**config.mk**
```make
export PLATFORM = sky130hd
export DESIGN_NAME = pipe_stage_reg
export DESIGN_NICKNAME = d
export VERILOG_FILES = /design/src/rtl/cpu_pkg.sv /design/src/rtl/fwd_match.sv /design/src/rtl/pipe_stage_reg.sv
export SDC_FILE = /design/constraint.sdc
export NUM_CORES = 1
export LEC_CHECK = 0
export BUFFER_PORTS_ARGS = -buffer_cell sky130_fd_sc_hd__buf_2
export CAP_MARGIN = 10
export CORE_MARGIN = 2
export CORE_UTILIZATION = 50
export DETAILED_ROUTE_END_ITERATION = 10
export GPL_ROUTABILITY_DRIVEN = 0
export PLACE_DENSITY = 0.9
export SYNTH_ARGS = -nofsm -noshare
export SYNTH_HDL_FRONTEND = slang
export SYNTH_SLANG_ARGS = --single-unit
export TNS_END_PERCENT = 50
```
**constraint.sdc**
```tcl
create_clock -name Clk -period 9.9 [get_ports Clk]
set_clock_uncertainty 0.15 [all_clocks]
set_input_delay 0.495 -clock Clk [delete_from_list [all_inputs] [get_ports Clk]]
set_output_delay 0.495 -clock Clk [all_outputs]
set_load 0.05 [all_outputs]
```
**src/rtl/cpu_pkg.sv**
```systemverilog
// Shared definitions for the five-stage MIPS core: default field widths,
// the hardwired zero register, control-bundle bit offsets and stage update modes.
package cpu_pkg;

    localparam int PC_W         = 32;
    localparam int DATA_W_DEF   = 32;
    localparam int REG_W_DEF    = 5;
    localparam int TNEW_W_DEF   = 2;
    localparam int CTRL_W_DEF   = 8;

    localparam int ZERO_REG     = 0;

    // Bit positions inside the opaque control bundle, shared by every stage.
    localparam int CTRL_REGMEM   = 0;
    localparam int CTRL_MEMTOREG = 1;
    localparam int CTRL_MEMWRITE = 2;
    localparam int CTRL_JAL      = 3;
    localparam int CTRL_JR       = 4;
    localparam int CTRL_BRANCH   = 5;
    localparam int CTRL_ALUSRC   = 6;
    localparam int CTRL_SIGNEXT  = 7;

    typedef enum logic [1:0] {
        UPD_RESET,
        UPD_FLUSH,
        UPD_HOLD,
        UPD_LOAD
    } upd_e;

endpackage

```
**src/rtl/fwd_match.sv**
```systemverilog
// Compares one source-register query against the destination held in a
// pipeline stage and reports a forwarding hit and whether it must stall.
module fwd_match
    import cpu_pkg::*;
#(
    parameter int REG_W  = REG_W_DEF,
    parameter int TNEW_W = TNEW_W_DEF
) (
    input  logic              valid,
    input  logic              regwrite,
    input  logic [REG_W-1:0]  writereg,
    input  logic [TNEW_W-1:0] tnew,
    input  logic [REG_W-1:0]  query,
    output logic              hit,
    output logic              stall
);

    // $0 is hardwired to zero, so a write to it never produces a value to forward.
    assign hit   = valid & regwrite & (writereg != REG_W'(ZERO_REG)) & (writereg == query);
    assign stall = hit & (tnew != '0);

endmodule

```
**src/rtl/pipe_stage_reg.sv**
```systemverilog
// Generic inter-stage pipeline register with stall/flush, Tnew countdown,
// forwarding-hit detection against the held destination and a bubble counter.
module pipe_stage_reg
    import cpu_pkg::*;
#(
    parameter int DATA_W = DATA_W_DEF,
    parameter int REG_W  = REG_W_DEF,
    parameter int TNEW_W = TNEW_W_DEF,
    parameter int CTRL_W = CTRL_W_DEF,
    parameter int NQ     = 2,
    parameter int CNT_W  = 16
) (
    input  logic                Clk,
    input  logic                Reset,
    input  logic                Stall,
    input  logic                Flush,
    input  logic                Valid_In,
    input  logic [PC_W-1:0]     Pc_In,
    input  logic [CTRL_W-1:0]   Ctrl_In,
    input  logic [DATA_W-1:0]   Data_In,
    input  logic [REG_W-1:0]    WriteReg_In,
    input  logic                RegWrite_In,
    input  logic [TNEW_W-1:0]   Tnew_In,
    input  logic [NQ*REG_W-1:0] Query_Reg,
    output logic                Valid_Out,
    output logic [PC_W-1:0]     Pc_Out,
    output logic [CTRL_W-1:0]   Ctrl_Out,
    output logic [DATA_W-1:0]   Data_Out,
    output logic [REG_W-1:0]    WriteReg_Out,
    output logic                RegWrite_Out,
    output logic [TNEW_W-1:0]   Tnew_Out,
    output logic [NQ-1:0]       Fwd_Hit,
    output logic [NQ-1:0]       Fwd_Stall,
    output logic [CNT_W-1:0]    Bubble_Cnt
);

    upd_e              upd;
    logic [TNEW_W-1:0] tnew_dec;

    always_comb begin
        if (Reset)      upd = UPD_RESET;
        else if (Flush) upd = UPD_FLUSH;
        else if (Stall) upd = UPD_HOLD;
        else            upd = UPD_LOAD;
    end

    // Tnew counts down by one per stage and stops at zero rather than wrapping.
    assign tnew_dec = (Tnew_In == '0) ? '0 : Tnew_In - TNEW_W'(1);

    // NOTE: state registers use non-blocking assignments so every field samples
    // the pre-edge values together, independent of statement order.
    always_ff @(posedge Clk) begin
        unique case (upd)
            UPD_RESET: begin
                Valid_Out    <= 1'b0;
                Pc_Out       <= '0;
                Ctrl_Out     <= '0;
                Data_Out     <= '0;
                WriteReg_Out <= '0;
                RegWrite_Out <= 1'b0;
                Tnew_Out     <= '0;
            end
            UPD_FLUSH: begin
                // The PC survives a flush so EPC/delay-slot tracking still sees it.
                Valid_Out    <= 1'b0;
                Pc_Out       <= Pc_In;
                Ctrl_Out     <= '0;
                Data_Out     <= '0;
                WriteReg_Out <= '0;
                RegWrite_Out <= 1'b0;
                Tnew_Out     <= '0;
            end
            UPD_HOLD: begin
            end
            UPD_LOAD: begin
                Valid_Out    <= Valid_In;
                Pc_Out       <= Pc_In;
                Ctrl_Out     <= Valid_In ? Ctrl_In : '0;
                Data_Out     <= Data_In;
                WriteReg_Out <= WriteReg_In;
                RegWrite_Out <= Valid_In & RegWrite_In;
                Tnew_Out     <= Valid_In ? tnew_dec : '0;
            end
            default: begin
            end
        endcase
    end

    always_ff @(posedge Clk) begin
        if (Reset)
            Bubble_Cnt <= '0;
        else if (!Valid_Out && (Bubble_Cnt != '1))
            Bubble_Cnt <= Bubble_Cnt + CNT_W'(1);
    end

    for (genvar i = 0; i < NQ; i++) begin : g_fwd
        fwd_match #(
            .REG_W  (REG_W),
            .TNEW_W (TNEW_W)
        ) u_fwd_match (
            .valid    (Valid_Out),
            .regwrite (RegWrite_Out),
            .writereg (WriteReg_Out),
            .tnew     (Tnew_Out),
            .query    (Query_Reg[i*REG_W +: REG_W]),
            .hit      (Fwd_Hit[i]),
            .stall    (Fwd_Stall[i])
        );
    end

endmodule

```
==> run summary, run 1 <==
Status - finished clean
Max FO, Critical Path - 4
Prevailing post-synth register cell - edfxtp_1
P per Cell Area - 172 nW/um^2
Period utilization - 0.269
Switch Pwr - 0.000267 W
Post-CTS Setup Repair Bufs - 0
Crit. End Element - output port
Antenna fix cells - 0
DRC viols - 0
Quantity of I/O buffers inserted on ports - 195
First drt pass iteration count - 4
Slew Viols, Final - 0
Compound-Gate Fraction of Synth Area - 0.0386
Post-CTS Resized - 0
Cell count after synthesis - 300
Synth unique cells - 42
Setup TNS - 0 ns
Synthesized-area fraction occupied by adder cells - 0.00617
Hpwl dp - 6830 um
DR iter-0 viols - 132
Layout cell share with drive strength beyond 1 - 0.444
EDFF count, synth - 81
WL/cell - 15.5 um
Simple-gate portion of the synthesized area - 0.221
Total die area - 8840 um^2
Fin. Hold Viols - 0
Startpoint types - flop
Crit path required time - 9.26 ns
FILL cells - 609
Asr flop ratio synth - 0
Min Tclk post-route - 2.66 ns
Final ANT Viol Nets - 0
Initial antenna violation count - 0
CTS Buffer Depth - 2
Rows - 32
Core Area - 7810 um^2
Synth warnings - 0
MaxCap Viol Count - 0
Slew @ Worst Pin - 1.04 ns
Mapped Nets - 397
Fin nets - 588
Vias in the first global route - 2982
Chip width - 94.0 um
Clk slew on worst S/H paths - 0.10 ns
Synth Cell Area - 4050 um^2
Starting density of the core - 0.519
Syn avg cell area - 13.5 um^2
Num CTS Buffers - 9
Non-Filler Instances - 598
Comb power frac - 0.175
Synth top area share - 0.600
Yosys top cell by area - edfxtp_1
Main combinational cell family by area after synthesis - simple AND/OR/NAND/NOR gates
WS Path Type - reg -> out
TritonCTS Sinks - 97
Register bit total from synthesis - 97
Register area share after synthesis - 0.679
First-pass GRT wire length - 14300 um
Clock network fraction of design power - 0.305
CTS tree - yes
Largest net degree at the start of global routing - 82
HP Class - in -> reg
Gr usage total - 0.212
Sequential power share - 0.520
Root Driver - clkbuf_8
Area grow syn2layout - 31.3%
Post-synthesis mux area share - 0.00772
Hold-fix buffers, CTS - 0
Worst ir drop on vdd - 100 uV
Xor/xnor share of the synthesized area - 0.0216
Unrepaired setup endpoints after global routing - false
Drt total wl - 9240 um
Slew Limit Headroom - 0.310
Via Count - 3008
Dpl cells - 582
Sw Share - 0.291
Die Y - 94.0 um
Via-to-Cell Ratio - 5.03
# setup viols final - 0
H-tree Lvls - 3
Area contributors post-synth - edfxtp_1 (60%), and2_1 (11%), dfxtp_1 (7.9%)
Grt ovf - 0
Pleak - 2.59 nW
Internal - 0.000650 W
I/O pin count - 196
Later-pin clock latency in the skew report - 0.35 ns
Max Clk Rate - 376 MHz
Worst EP arrival - 2.02 ns
==> worst max-delay path, cell delays in order (launching register included) <==
cell and delay (ns):
edfxtp_1 0.46, or4_1 0.54, o211ai_1 0.22, nor4_1 0.11
nor2b_1 0.13, buf_2 0.21
==> power groups by stage <==
| stage | combinational [W] | sequential, W | clock [W] |
|---|---|---|---|
| floorplan | 0.0000233 | 0.000575 | 0 |
| global placement | 0.000159 | 0.000485 | 0 |
| detailed placement | 0.000161 | 0.000486 | 0 |
| CTS | 0.000161 | 0.000477 | 0.000285 |
| global route | 0.000168 | 0.000480 | 0.000298 |
| finish | 0.000160 | 0.000477 | 0.000280 |
==> flip-flops by register name, indices dropped and copies added, names as in the netlist <==
| signal | flops |
|---|---|
| Bubble_Cnt | 16 |
| Tnew_Out | 2 |
| Valid_Out | 1 |
| RegWrite_Out | 1 |
| Pc_Out | 32 |
| Data_Out | 32 |
| Ctrl_Out | 8 |
| WriteReg_Out | 5 |
==> final cells by class <==
cell class                      count  area, um^2  share of cell area
Sequential cell                    97        2750               0.517
Multi-Input combinational cell    180        1210               0.228
Timing Repair Buffer              196         983               0.185
Tap cell                          102         128              0.0240
Clock buffer                        9         124              0.0233
Clock inverter                      7        93.8              0.0176
Inverter                            7        26.3             0.00494
==> path summary, 6_finish.rpt <==
check	startpoint	to	slack, ns	cells after the start
worst max-delay path	WriteReg_Out[0]	Fwd_Stall[1]	7.24	5
worst min-delay path	Pc_In[4]	Pc_Out[4]	0.25	2
worst max register to register	Bubble_Cnt[0]	Bubble_Cnt[2]	7.80	5
worst min register to register	Bubble_Cnt[15]	Bubble_Cnt[14]	0.36	2
==> stage by stage <==
step / area, um^2 / power, W / worst slack [ns] / utilization / hold slack, ns
5_1_grt: 5320 / 0.000947 / 7.14 / 0.681 / 0.252
3_5_place_dp: 5100 / 0.000648 / 7.57 / 0.654 / 0.353
2_1_floorplan: 4050 / 0.000599 / 6.43 / - / 0.543
3_3_place_gp: 5100 / 0.000644 / 7.63 / 0.654 / 0.334
6_report: 5320 / 0.000917 / 7.24 / 0.681 / 0.255
4_1_cts: 5320 / 0.000923 / 7.22 / 0.681 / 0.242
==> cell usage after synthesis, types with 3 or more instances <==
master / instances
inv_1: 7
a21oi_1: 8
buf_4: 4
edfxtp_1: 81
nor3_1: 10
xnor2_1: 6
and3_1: 12
nand3_1: 6
dfxtp_1: 16
o21ai_0: 3
and2_1: 72
a31oi_1: 3
nor2_1: 10
clkbuf_1: 10
nand2_1: 6
nor2b_1: 4
xor2_1: 4
or4_1: 3
==> cells in the final DEF (no fill, tap or decap), types with 2 or more instances in the layout <==
master and count:
a211oi_1 2, nor3_2 2, nor4_1 2, nand3_1 6, and3_1 12, nand4_1 2, and4b_1 2, and3b_1 2
o31ai_1 2, nor2_1 10, a311oi_1 2, nor2b_1 4, or4_1 3, nand2_1 5, bufinv_16 2, xnor2_1 6
clkbuf_8 9, edfxtp_1 81, inv_1 7, dfxtp_1 16, a31oi_1 3, o21ai_0 3, xor2_1 4, or3_1 2
and2_1 72, mux2i_1 2, nor3_1 9, ha_1 2, buf_2 195, a21oi_1 7
==> layer usage <==
layer | wire length (um) | vias to the layer above | part of all wire | track usage
li1 | - | 1460 | - | -
met1 | 3530 | 1396 | 0.38 | 0.258
met2 | 4700 | 133 | 0.51 | 0.352
met3 | 804 | 19 | 0.087 | 0.0650
met4 | 204 | 0 | 0.022 | 0.0833
met5 | 0 | - | 0 | 0
==> cells by family (layout without fill, tap and decap cells) <==
kind of cell             after synthesis  after routing
buffers and inverters                 23            219
multiplexers                           3              3
adder cells (fa/ha/maj)                2              2
XOR/XNOR                              10             10
AO/OA/AOI/OAI                         24             24
flip-flops                            97             97
AND/OR/NAND/NOR                      141            141
(Power assumes the default switching activity.)
==> run 2: changes to the inputs <==
--- a/config.mk
+++ b/config.mk
@@ -5,13 +5,14 @@
 export SDC_FILE = /design/constraint.sdc
 export NUM_CORES = 1
 export LEC_CHECK = 0
+export ABC_AREA = 1
 export BUFFER_PORTS_ARGS = -buffer_cell sky130_fd_sc_hd__buf_2
 export CAP_MARGIN = 10
 export CORE_MARGIN = 2
-export CORE_UTILIZATION = 50
+export CORE_UTILIZATION = 47
 export DETAILED_ROUTE_END_ITERATION = 10
 export GPL_ROUTABILITY_DRIVEN = 0
-export PLACE_DENSITY = 0.9
+export PLACE_DENSITY = 0.84
 export SYNTH_ARGS = -nofsm -noshare
 export SYNTH_HDL_FRONTEND = slang
 export SYNTH_SLANG_ARGS = --single-unit
==> constraint.sdc (replaced) <==
create_clock -name Clk -period 2.5 [get_ports Clk]
set_clock_uncertainty 0.15 [all_clocks]
set_input_delay 0.125 -clock Clk [delete_from_list [all_inputs] [get_ports Clk]]
set_output_delay 0.125 -clock Clk [all_outputs]
set_load 0.05 [all_outputs]
==> run 2 against run 1 <==
  * Worst setup slack got worse by 6.8 ns
  * Cell count grew 39%
  * Critical path depth grew 1
  * Combinational power rose to 4.9 times the previous value
  * Via count rose by 32%
  * Highest routed layer unchanged
  * Utilization is 4.6 points higher
  * Critical path type unchanged
  * Global-route usage grew 4.5 points
==> run summary, run 2 <==
Status - finished clean
Hpwl dp - 7630 um (+12%)
Largest net degree at the start of global routing - 46 (-44%)
MaxCap Viol Count - 0 (unchanged)
EDFF count, synth - 81 (unchanged)
Num CTS Buffers - 9 (unchanged)
Largest registers - Data_Out: 32 flops, Pc_Out: 32 flops, Bubble_Cnt: 16 flops
Design Area, Final - 6410 um^2 (+20%)
Crit path required time - 2.23 ns (-7.03 ns)
DRC viols - 0 (unchanged)
Min Tclk post-route - 2.05 ns
Dpl cells - 736 (+26%)
Setup TNS - 0 ns (unchanged)
Area contributors post-synth - edfxtp_1 (57%), nor2_1 (11%), inv_1 (8.4%)
HP Class - in -> reg
Mapped Nets - 540 (+36%)
Fin. Hold Viols - 0 (unchanged)
Pleak - 3.39 nW (+31%)
Yosys top cell by area - edfxtp_1
CP max stage delay - 0.48 ns (-0.06 ns)
Die Y - 99.7 um (+6.0%)
Asr flop ratio synth - 0 (unchanged)
Slowest stage cell, crit path - edfxtp_1
Multi-input logic area - 1100 um^2 (-9.5%)
Clk slew on worst S/H paths - 0.10 ns (about the same)
WS Path Type - reg -> out
Later-pin clock latency in the skew report - 0.35 ns (about the same)
Comb power frac - 0.207 (+0.032)
Root Driver - clkbuf_8
First drt pass iteration count - 4 (unchanged)
Synth warnings - 0 (unchanged)
H-tree Lvls - 3 (unchanged)
Max FO, Critical Path - 4 (unchanged)
Total die area - 9930 um^2 (+12%)
Via Count - 3959 (+32%)
Quantity of I/O buffers inserted on ports - 195 (unchanged)
Initial antenna violation count - 0 (unchanged)
TritonCTS Sinks - 97 (unchanged)
Sw Share - 0.299 (+0.00771)
Unrepaired setup endpoints after global routing - false
Non-Filler Instances - 833 (+39%)
Clock network fraction of design power - 0.295 (-0.010)
Slew Limit Headroom - 0.617 (+0.307)
Internal - 0.00267 W (+310%)
Startpoint types - flop
Synth top area share - 0.565 (-0.0347)
CTS Buffer Depth - 2 (unchanged)
Sequential power share - 0.498 (-0.022)
Max Clk Rate - 487 MHz
Synth Cell Area - 4300 um^2 (+6.1%)
Drt total wl - 12500 um (+36%)
Post-CTS Resized - 0 (unchanged)
Gr usage total - 0.257 (+0.0449)
WL/cell - 15.1 um (-2.5%)
I/O pin count - 196 (unchanged)
Vias in the first global route - 4125 (+38%)
Cell repeated most along the worst path - nand2_1
Slew Viols, Final - 0 (unchanged)
P per Cell Area - 594 nW/um^2 (+240%)
Register bit total from synthesis - 97 (unchanged)
CP cell instances - xnor2_1, nand2_1, nor3_1, nand2_1, nor2_1, buf_2
Fin nets - 817 (+39%)
Worst ir drop on vdd - 460 uV (+360%)
First-pass GRT wire length - 19600 um (+37%)
Final ANT Viol Nets - 0 (unchanged)
Slew @ Worst Pin - 0.575 ns (-0.461 ns)
Top post-synthesis cells by count - nor2_1 (127), inv_1 (96), edfxtp_1 (81), nand2_1 (38), dfxtp_1 (16)
Via-to-Cell Ratio - 4.75 (-5.5%)
Area grow syn2layout - 49.0%
Commonest non-fill, non-tap cell in the layout - buf_2
Crit. End Element - output port
Switch Pwr - 0.00114 W (+330%)
Rows - 34 (+6.3%)
Core Area - 8810 um^2 (+13%)
Layout cell share with drive strength beyond 1 - 0.324 (-0.119)
# setup viols final - 0 (unchanged)
CTS tree - yes
Cell count after synthesis - 443 (+48%)
Prevailing post-synth register cell - edfxtp_1
Synth unique cells - 29 (-31%)
Starting density of the core - 0.488 (-0.0306)
DP Area - 5360 um^2 (+5.1%)
Cell with the most instances after synthesis - nor2_1
Chip width - 99.7 um (+6.0%)
Antenna fix cells - 0 (unchanged)
Period utilization - 0.822
Grt ovf - 0 (unchanged)
FILL cells - 561 (-7.9%)
Most frequent cells in the layout - buf_2 (195), nor2_1 (127), inv_1 (96)
Syn avg cell area - 9.71 um^2 (-28%)
Worst EP arrival - 1.78 ns (-0.24 ns)
DR iter-0 viols - 164 (+24%)
Register area share after synthesis - 0.640 (-0.0393)
Register area - 2750 um^2 (unchanged)
[run 2: area by class of cell]
type / instances / area share
Tap cell: 108 / 0.0211
Clock inverter: 6 / 0.0139
Multi-Input combinational cell: 233 / 0.171
Inverter: 99 / 0.0580
Timing Repair Buffer: 280 / 0.286
Clock buffer: 10 / 0.0199
Sequential cell: 97 / 0.430
[run 2: path summary, 6_finish.rpt]
kind,from,endpoint,slack (ns),cells past startpoint
min,Tnew_In[1],Tnew_Out[1],0.09,4
max reg2reg,Bubble_Cnt[0],Bubble_Cnt[8],0.81,8
max,WriteReg_Out[0],Fwd_Stall[0],0.45,6
min reg2reg,Bubble_Cnt[9],Bubble_Cnt[9],0.39,2
[run 2: logic make-up after synthesis]
logic type | synth area share
buf+inv | 0.108
xor+xnor | 0.0204
simple gates | 0.208
fa+ha+maj | 0.00582
compound gates | 0.0183
flops | 0.640
[run 2: metrics by stage]
step	utilization	setup WS [ns]	hold WS (ns)	power, W
after floorplan	-	0.501	0.172	0.00239
after global placement	0.609	0.802	0.266	0.00258
after CTS	0.724	0.409	0.0731	0.00379
after global routing	0.728	0.304	0.113	0.00392
after detailed placement	0.609	0.706	0.276	0.00260
final	0.728	0.445	0.0917	0.00380
[run 2: metal layers]
metal / global-route usage / up-vias / share of wire
li1: - / 1909 / -
met1: 0.286 / 1799 / 0.37
met2: 0.451 / 219 / 0.51
met3: 0.0794 / 32 / 0.094
met4: 0.113 / 0 / 0.028
met5: 0 / - / 0
[run 2: what timing repair did]
item | in CTS | in global routing
hold buffers | 80 | 0
hold endpoints to repair | 79 | 0
buffers inserted | 0 | 0
[run 2: critical path: cells and delay by family, from the launching register on]
family        cells  cell delay (ns)
xor+xnor          1             0.23
flops             1             0.48
simple gates      4             0.44
buf+inv           1             0.27
[run 2: power by group through the flow]
| stage | Clock (W) | Combinational [W] | Sequential, W |
|---|---|---|---|
| after global placement | 0 | 0.000664 | 0.00192 |
| final | 0.00112 | 0.000789 | 0.00189 |
| after detailed placement | 0 | 0.000675 | 0.00193 |
| after floorplan | 0 | 0.000116 | 0.00228 |
| after global routing | 0.00118 | 0.000832 | 0.00190 |
| after CTS | 0.00113 | 0.000771 | 0.00189 |
==> run 3: changes to the inputs <==
--- a/config.mk
+++ b/config.mk
@@ -5,14 +5,14 @@
 export SDC_FILE = /design/constraint.sdc
 export NUM_CORES = 1
 export LEC_CHECK = 0
-export ABC_AREA = 1
+export ABC_AREA = 0
 export BUFFER_PORTS_ARGS = -buffer_cell sky130_fd_sc_hd__buf_2
 export CAP_MARGIN = 10
 export CORE_MARGIN = 2
-export CORE_UTILIZATION = 47
+export CORE_UTILIZATION = 42
 export DETAILED_ROUTE_END_ITERATION = 10
 export GPL_ROUTABILITY_DRIVEN = 0
-export PLACE_DENSITY = 0.84
+export PLACE_DENSITY = 0.81
 export SYNTH_ARGS = -nofsm -noshare
 export SYNTH_HDL_FRONTEND = slang
 export SYNTH_SLANG_ARGS = --single-unit
==> constraint.sdc (replaced) <==
create_clock -name Clk -period 1.69 [get_ports Clk]
set_clock_uncertainty 0.15 [all_clocks]
set_input_delay 0.0845 -clock Clk [delete_from_list [all_inputs] [get_ports Clk]]
set_output_delay 0.0845 -clock Clk [all_outputs]
set_load 0.05 [all_outputs]
==> run 3 against run 2 <==
  * The run now ends with setup timing left
  * Via count down 10%
  * First-iteration DRC count down 20%
  * Hold slack lost 0.031 ns
  * Non-clock buffer count rose by 38
  * Global-route usage fell by 3.4 points
  * Cell count fell by 10%
  * Final area rose by 3.2%
  * Clock power increased by 36%
  * Flip-flop and latch count unchanged
  * Highest routed layer unchanged
==> run summary, run 3 (synthesis gave the netlist of run 1 again) <==
Worst ir drop on vdd - 525 uV (+14%)
Crit path required time - 1.46 ns (-0.77 ns)
Slowest stage cell, crit path - or4_4
Vias in the first global route - 3755 (-9.0%)
WS Path Type - reg -> out
Slew Limit Headroom - 0.712 (+0.0955)
Root Driver - clkbuf_8
H-tree Lvls - 3 (unchanged)
Core Area - 9280 um^2 (+5.4%)
DR iter-0 viols - 131 (-20%)
CTS Buffer Depth - 2 (unchanged)
Final ANT Viol Nets - 0 (unchanged)
Largest registers - Data_Out: 32 flops, Pc_Out: 32 flops, Bubble_Cnt: 16 flops
Later-pin clock latency in the skew report - 0.35 ns (about the same)
Max FO, Critical Path - 2 (-2)
Max Clk Rate - 456 MHz
Via-to-Cell Ratio - 4.75 (about the same)
Fin. Hold Viols - 0 (unchanged)
Status - finished, violations left
Drt total wl - 11900 um (-4.8%)
Hold Startpoint - Reset
Unrepaired setup endpoints after global routing - true
Quantity of I/O buffers inserted on ports - 195 (unchanged)
Startpoint types - flop
First-pass GRT wire length - 17700 um (-9.8%)
Clk slew on worst S/H paths - 0.10 ns (about the same)
Rows - 35 (+2.9%)
Gr usage total - 0.223 (-0.0338)
HP Class - in -> reg
Final core utilization - 0.712 (-0.0155)
CTS tree - yes
Via Count - 3550 (-10%)
Starting density of the core - 0.437 (-0.0520)
Pleak - 3.17 nW (-6.4%)
Min Hold Slack - 0.0606 ns (-0.0311 ns)
CP cell instances - or4_4, o211ai_1, buf_4, nor4_2, nor2b_1, buf_6
P per Cell Area - 829 nW/um^2 (+40%)
Commonest non-fill, non-tap cell in the layout - buf_2
Chip width - 102 um (+2.6%)
WL/cell - 16.0 um (+6.1%)
I/O pin count - 196 (unchanged)
Setup TNS - -1.99 ns (-1.99 ns)
Worst EP arrival - 1.96 ns (+0.18 ns)
Largest net degree at the start of global routing - 82 (+78%)
TritonCTS Sinks - 97 (unchanged)
Layout cell share with drive strength beyond 1 - 0.463 (+0.139)
Crit. End Element - output port
CP Launch Point - WriteReg_Out[4]
First drt pass iteration count - 4 (unchanged)
Period utilization - 1.30
Total die area - 10500 um^2 (+5.2%)
# setup viols final - 9 (+9)
Die Y - 102 um (+2.6%)
Setup ws final - -0.503 ns (-0.949 ns)
DRC viols - 0 (unchanged)
DP Area - 5460 um^2 (+1.9%)
Initial antenna violation count - 0 (unchanged)
Area grow syn2layout - 63.1%
FILL cells - 636 (+13%)
RR Startpoint - Bubble_Cnt[0]
CP max stage delay - 0.54 ns (+0.06 ns)
Fin nets - 710 (-13%)
PnR Total Power - 0.00548 W (+44%)
Min Tclk post-route - 2.19 ns
Hpwl dp - 7430 um (-2.6%)
Slew @ Worst Pin - 0.432 ns (-0.143 ns)
Grt ovf - 0 (unchanged)
Num CTS Buffers - 9 (unchanged)
MaxCap Viol Count - 0 (unchanged)
Design Area, Final - 6610 um^2 (+3.2%)
Antenna fix cells - 0 (unchanged)
Most frequent cells in the layout - buf_2 (192), edfxtp_1 (81), dlygate4sd3_1 (79)
Slew Viols, Final - 0 (unchanged)
Failing checks - setup timing
run 3: cell types whose count changed in the layout (fill, tap and decap cells not counted), moves of 5 or more:
cell,delta
buf_4,+38
and2_1,+71
nand2_1,-32
a21oi_1,-5
nand2_2,-7
and3_1,+12
inv_1,-89
nand3_1,-9
nor3_2,+5
nor2_1,-117
run 3: cell type report:
cell class | count | area (um^2) | share of cell area
well taps | 129 | 161 | 0.0244
clock buffers | 10 | 128 | 0.0193
clock inverters | 6 | 66.3 | 0.0100
multi-input cells | 180 | 1330 | 0.201
inverters | 7 | 26.3 | 0.00397
flip-flops and latches | 97 | 2760 | 0.417
repair buffers | 318 | 2140 | 0.324
run 3: path summary, 6_finish.rpt:
kind	endpoint	slack, ns	cells past startpoint
setup / recovery	Fwd_Stall[1]	-0.50	6
hold / removal	Bubble_Cnt[9]	0.06	3
hold reg to reg	Bubble_Cnt[7]	0.45	2
setup reg to reg	Bubble_Cnt[5]	-0.06	7
run 3: power breakdown:
part | switching, W | internal, W
Clock | 0.000827 | 0.000692
Combinational | 0.000777 | 0.000403
Sequential | 0.0000485 | 0.00274
Total | 0.00165 | 0.00383
run 3: repair_timing:
item	CTS	global route
endpoints found under the setup margin	15	19
hold endpoints to repair	79	0
hold buffers	79	0
cloned	0	0
gates resized for setup	15	18
setup buffers	2	2
pin swaps	12	10
run 3: layer usage:
metal	global-route usage	part of all wire
met5	0	0
met4	0.0985	0.030
met3	0.0691	0.058
met2	0.403	0.54
met1	0.239	0.37
run 3: critical path: cells and delay by family (launching register included):
family                 cells  cell delay [ns]
and+or+nand+nor            3             0.73
DFF                        1             0.40
buffers and inverters      2             0.30
AOI/OAI and AO/OA          1             0.18
run 3: stage by stage:
stage | cells | worst slack [ns]
finish | 747 | -0.503
floorplan | 300 | -0.337
global route | 747 | -0.600
detailed placement | 648 | -0.186
CTS | 745 | -0.521
global placement | 648 | -0.0969
